<file path="src/rtl/multi_edge_detector.sv">
// Multi-channel synchronizer, debouncer and edge detector.
// Define EDGE_AUTOREPEAT_EN to add per-channel auto-repeat pulses.
module multi_edge_detector #(
    parameter int CHANNELS        = 4,
    parameter int DEBOUNCE_CYCLES = 16,
    parameter int MODE            = 0,
    parameter int REPEAT_DELAY    = 1000,
    parameter int REPEAT_PERIOD   = 250
) (
    input  logic                clk,
    input  logic                rst_n,
    input  logic [CHANNELS-1:0] signal,
    output logic [CHANNELS-1:0] level,
    output logic [CHANNELS-1:0] was_edge,
    output logic                any_edge
);

    localparam int CW = $clog2(DEBOUNCE_CYCLES + 1);
    localparam int EM = (MODE >= 0 && MODE <= 2) ? MODE : 0;
    localparam logic [CW-1:0] CNT_LAST = CW'(DEBOUNCE_CYCLES - 1);

    logic [CHANNELS-1:0] sync_a;
    logic [CHANNELS-1:0] sync_b;
    logic [CW-1:0]       cnt_q [CHANNELS];
    logic [CW-1:0]       cnt_d [CHANNELS];
    logic [CHANNELS-1:0] toggle;
    logic [CHANNELS-1:0] qualify;
    logic [CHANNELS-1:0] level_d;
    logic [CHANNELS-1:0] edge_d;

    // Counter runs only while the synchronized input disagrees with level
    always_comb begin
        toggle = '0;
        for (int i = 0; i < CHANNELS; i++) begin
            cnt_d[i] = '0;
            if (sync_b[i] != level[i]) begin
                if (cnt_q[i] == CNT_LAST) begin
                    toggle[i] = 1'b1;
                end else begin
                    cnt_d[i] = cnt_q[i] + 1'b1;
                end
            end
        end
        level_d = level ^ toggle;
    end

    always_comb begin
        qualify = '0;
        if (EM == 1) begin
            qualify = toggle & level;
        end else if (EM == 2) begin
            qualify = toggle;
        end else begin
            qualify = toggle & ~level;
        end
    end

`ifdef EDGE_AUTOREPEAT_EN
    localparam logic ACTIVE = (EM == 1) ? 1'b0 : 1'b1;
    localparam logic [15:0] DLY_LAST = 16'(REPEAT_DELAY - 1);
    localparam logic [15:0] PER_LAST = 16'(REPEAT_PERIOD - 1);

    logic [15:0]         rcnt_q [CHANNELS];
    logic [15:0]         rcnt_d [CHANNELS];
    logic [CHANNELS-1:0] armed_q;
    logic [CHANNELS-1:0] armed_d;
    logic [CHANNELS-1:0] phase_q;
    logic [CHANNELS-1:0] phase_d;
    logic [CHANNELS-1:0] repeat_hit;

    // Armed by a qualifying edge into the active level; phase selects delay vs period
    always_comb begin
        armed_d    = '0;
        phase_d    = '0;
        repeat_hit = '0;
        for (int i = 0; i < CHANNELS; i++) begin
            rcnt_d[i] = '0;
            if (qualify[i] && level_d[i] == ACTIVE) begin
                armed_d[i] = 1'b1;
            end else if (armed_q[i] && level[i] == ACTIVE && !toggle[i]) begin
                armed_d[i] = 1'b1;
                phase_d[i] = phase_q[i];
                if (rcnt_q[i] == (phase_q[i] ? PER_LAST : DLY_LAST)) begin
                    repeat_hit[i] = 1'b1;
                    phase_d[i]    = 1'b1;
                end else begin
                    rcnt_d[i] = rcnt_q[i] + 16'd1;
                end
            end
        end
        edge_d = qualify | repeat_hit;
    end

    always_ff @(posedge clk or negedge rst_n) begin
        if (!rst_n) begin
            armed_q <= '0;
            phase_q <= '0;
            for (int i = 0; i < CHANNELS; i++) begin
                rcnt_q[i] <= '0;
            end
        end else begin
            armed_q <= armed_d;
            phase_q <= phase_d;
            for (int i = 0; i < CHANNELS; i++) begin
                rcnt_q[i] <= rcnt_d[i];
            end
        end
    end
`else
    always_comb begin
        edge_d = qualify;
    end
`endif

    always_ff @(posedge clk or negedge rst_n) begin
        if (!rst_n) begin
            sync_a   <= '0;
            sync_b   <= '0;
            level    <= '0;
            was_edge <= '0;
            any_edge <= 1'b0;
            for (int i = 0; i < CHANNELS; i++) begin
                cnt_q[i] <= '0;
            end
        end else begin
            sync_a   <= signal;
            sync_b   <= sync_a;
            level    <= level_d;
            was_edge <= edge_d;
            any_edge <= |edge_d;
            for (int i = 0; i < CHANNELS; i++) begin
                cnt_q[i] <= cnt_d[i];
            end
        end
    end

endmodule

</file>
<file path="config.mk">
export PLATFORM = sky130hd
export DESIGN_NAME = multi_edge_detector
export DESIGN_NICKNAME = d
export VERILOG_FILES = /design/src/rtl/multi_edge_detector.sv
export SDC_FILE = /design/constraint.sdc
export NUM_CORES = 1
export LEC_CHECK = 0
export ABC_AREA = 1
export CORE_ASPECT_RATIO = 0.8
export CORE_UTILIZATION = 43
export CTS_CLUSTER_SIZE = 24
export DETAILED_ROUTE_END_ITERATION = 8
export PLACE_DENSITY = 0.66
export SETUP_SLACK_MARGIN = 0.1
export SLEW_MARGIN = 0
export SYNTH_ARGS = -nofsm -noshare
export SYNTH_HDL_FRONTEND = slang
export SYNTH_SLANG_ARGS = --single-unit
</file>
<file path="constraint.sdc">
create_clock -name clk -period 1.1 [get_ports clk]
set_input_delay 0.22 -clock clk [delete_from_list [all_inputs] [get_ports clk]]
set_output_delay 0.22 -clock clk [all_outputs]
set_load 0.005 [all_outputs]
</file>
Yosys cells after proc, flatten, opt, wreduce, memory -nomap -nowiden

Index checks and enable logic that the tools add are counted.

Register bits: 37
Output and inout port bits: 9

Add/subtract/negate cells: 4
Eq/ne operators: 8
Muxes and demuxes: 16
Bitwise operators: 3
Reductions and logical operators: 1

Operator list:

| kind                  | count |
|---|---|
| $mux W5               | 8 |
| $add A5 B1 Y5 const B | 4 |
| $eq A5 B4 Y1 const B  | 4 |
| $mux W1               | 8 |
| $and A4 B4 Y4         | 1 |
| $ne A1 B1 Y1          | 4 |
| $not A4 Y4            | 1 |
| $reduce_or A4 Y1      | 1 |
| $xor A4 B4 Y4         | 1 |

Logic depth before layout (Yosys ltp)

Word-level depth: 5
Gate-level depth with buffers: 7
Mapped depth without buffers: 7

Least setup slack after synthesis

Ideal clock, no wire load.

Path kind: register -> register
Start point: register cnt_q[5] (netlist name)
End point: register cnt_q[5] (netlist name)
Setup time: 72 ps
Data arrival time: 985 ps
Required time: 1028 ps
Slack: 43 ps
Stages on the path, launching flop included: 7
Buffers on the path: 0
Period minus slack after synthesis: 1057 ps
Path through: dfrtp_1 ha_1 nand3_1 inv_1 nand2_1 o21ai_0 nor2_1

RTL lines:

| item                              | RTL line | source |
|---|---|---|
| from (decl)                       | 24       | `logic [CW-1:0] cnt_q [CHANNELS];` |
| from (signal, indexed assignment) | 132      | `cnt_q[i] <= cnt_d[i];` |

==> results.toml <==
[clocking]
clockBufferDepth = 2
htreeDepth = 2
clk_latency_ns = 0.28
clk_pin_slew_worst_paths_ns = 0.06
postCtsHoldBufs = 0
cts_tree = "yes"
cts.sink_count = 37
cts_buffers = 5
clockRootBuffer = "clkbuf_8"

[sta]
setup-violations-final = 2
rsz0062_at_grt = "yes"
hold_viol = 0
clock.fmax_mhz = 896
tightest_slew_ns = 0.244
final.setup_skew_ns = 0.00233
maxSlewHeadroom_pct = 83.7
min_period_ns = 1.12
fin_ws_ns = -0.0161
slew_violations = 0
finalCritPeriodShare_pct = 101

[job]
cap_violations = 0

[global_routing]
grt_max_degree = 38
grtUsageTotal_pct = 16.1
grt_antenna_before_repair = 0
gr-total-overflow = 0
grt_pass1_wl_mm = 4.06
grt_pass1_vias = 994

[synthesis]
synth-seq-cells = 37
synthTopCellsByArea = "dfrtp_1 63%, inv_1 6.2%, nor2_1 5.6%"
synth_top_area_share_pct = 63.2
synth_top_cell_by_area = "dfrtp_1"
ys_types = 16
syn_nets = 152
netlist_area_um2 = 1460
ys_warn_count = 0
synthCells = 142
syn-mean-instance-area_um2 = 10.3
ys_seq_area_share_pct = 63.2

[power]
power.internal_w = 0.00198
total_power_w = 0.00256
p_per_area_nw_per_um2 = 1240
swShare_pct = 22.9
power.switching_w = 0.000587
seqPwrFrac_pct = 56.8
p_clk_share_pct = 34.2
combPwrFrac_pct = 9.0
leakage_nw = 0.994
ir_worst_vdd_mv = 0.941

[critical_path]
worstSetupEndpointType = "flop"
crit_family = "flip-flops"
crit_type = "reg2reg"
cpPeakStageDelay_ns = 0.36
cp_slowest_cell = "dfrtp_1"
worstPathArrival_ns = 1.29
crit_top_cell = "nand2_4"
cp_max_fo = 4
worstPathCellList = "ha_2 > nand2_4 > nor2_4 > nand2_4 > o21ai_2 > nor2_1"
cp.required_ns = 1.27
path_buf_inv = 0
startpoint_type = "flop"

[final_layout]
multi_input_area_um2 = 663
nets = 190
insertedDiodeCount = 0
drive_gt1_share_pct = 43.6
area_growth_pct = 40.7
fin_area_um2 = 2060
seq_area_um2 = 926
fill_cells = 255

[routing]
drtIter0Drc = 31
viasPerCell = 4.72
ant_nets = 0
wirelength_mm = 2.66
num_vias = 1044
firstDrtPassIters = 4
drc_errors = 0
post_drt_wl_per_cell_um = 12.0

[status]
violations = "setup timing"
outcome = "finished, violations left"

[floorplanning]
core_um2 = 3150
die_area_um2 = 3640
initial_utilization_pct = 46.4
die_x_um = 67.2
top_level_ports = 15
fp.dieH_um = 54.2
std_cell_rows = 18

[worst_hold_path]
worst_hold_path_type = "in2async"

[placement]
place_congestion = 0.732
hpwl_mm = 1.59
place_area_um2 = 1740
io_buffers = 14
## cells in the final DEF, fill, tap and decap left out, drive strengths merged
cell / netlist / routed
ha: 4 / 4
nand3: 8 / 8
dfrtp: 37 / 37
nor3: 4 / 4
nand2: 17 / 17
xnor2: 1 / 1
nor3b: 3 / 3
inv: 24 / 24
o21ai: 8 / 8
nor2: 32 / 32
xor2: 4 / 4
buf: 0 / 26
clkbuf: 0 / 8
clkdlybuf4s50: 0 / 5
## Yosys cell counts, drive strengths merged
cell / count
dfrtp: 37
nor2: 32
inv: 24
nand2: 17
nand3: 8
o21ai: 8
ha: 4
nor3: 4
xor2: 4
nor3b: 3
xnor2: 1
## routing by layer
metal	routed length [µm]	GRT usage (%)	vias up	part of all wire, %
met1	1130	18.2	509	42
met4	39	8.51	0	1.5
met5	0	0	-	0
li1	-	-	511	-
met2	1390	26.8	17	52
met3	103	5.72	7	3.9
## worst paths after layout
| kind | from | to | slack (ns) | depth (start not counted) |
|---|---|---|---|---|
| min in group clk | sync_a[3] | sync_b[3] | 0.35 | 0 |
| hold reg to reg | sync_a[3] | sync_b[3] | 0.35 | 0 |
| hold / removal | rst_n | asynchronous set/reset pin | 0.31 | 2 |
| max in group asynchronous | rst_n | was_edge[3] | 0.60 | 2 |
| setup / recovery | cnt_q[0] | cnt_q[3] | -0.02 | 6 |
| setup reg to reg | cnt_q[0] | cnt_q[3] | -0.02 | 6 |
## kinds of logic after synthesis
group | share of synthesized area, %
AOI/OAI and AO/OA | 3.25
xor gates and xnor gates | 2.99
buffers and inverters | 6.15
and+or+nand+nor | 20.9
DFF | 63.2
adders and majority gates | 3.42
## power by group through the flow
stage / registers, W / clock network, W / logic, W
detailed placement: 0.00147 / 0 / 0.000164
global route: 0.00146 / 0.000969 / 0.000252
CTS: 0.00144 / 0.000916 / 0.000194
finish: 0.00146 / 0.000877 / 0.000230
global placement: 0.00146 / 0 / 0.000159
floorplan: 0.00146 / 0 / 0.0000824
## final cells by class
| cell class | instances | share of cell area (%) |
|---|---|---|
| Tap cell | 40 | 2.43 |
| Inverter | 24 | 4.37 |
| Timing Repair Buffer | 31 | 12.2 |
| Sequential cell | 37 | 45.0 |
| Multi-Input combinational cell | 81 | 32.2 |
| Clock buffer | 8 | 3.89 |
## stage by stage
| step | TNS [ns] | hold WS (ns) | std cells | setup WS (ns) | util [%] |
|---|---|---|---|---|---|
| floorplan | 0 | -0.0756 | 142 | 0.0775 | - |
| global placement | 0 | 0.333 | 203 | 0.0219 | 55.2 |
| detailed placement | -0.0258 | 0.340 | 203 | -0.00922 | 55.2 |
| CTS | 0 | 0.312 | 218 | 0.00421 | 60.3 |
| global route | -0.591 | 0.338 | 221 | -0.0642 | 65.3 |
| finish | -0.0297 | 0.311 | 221 | -0.0161 | 65.3 |
## repair_timing
item,4_1_cts,5_1_grt
pin swaps,15,22
buffers inserted,7,4
endpoints found under the hold margin,0,0
setup endpoints to repair,29,35
gates resized for setup,54,33
Power figures use the tool's default switching activity.
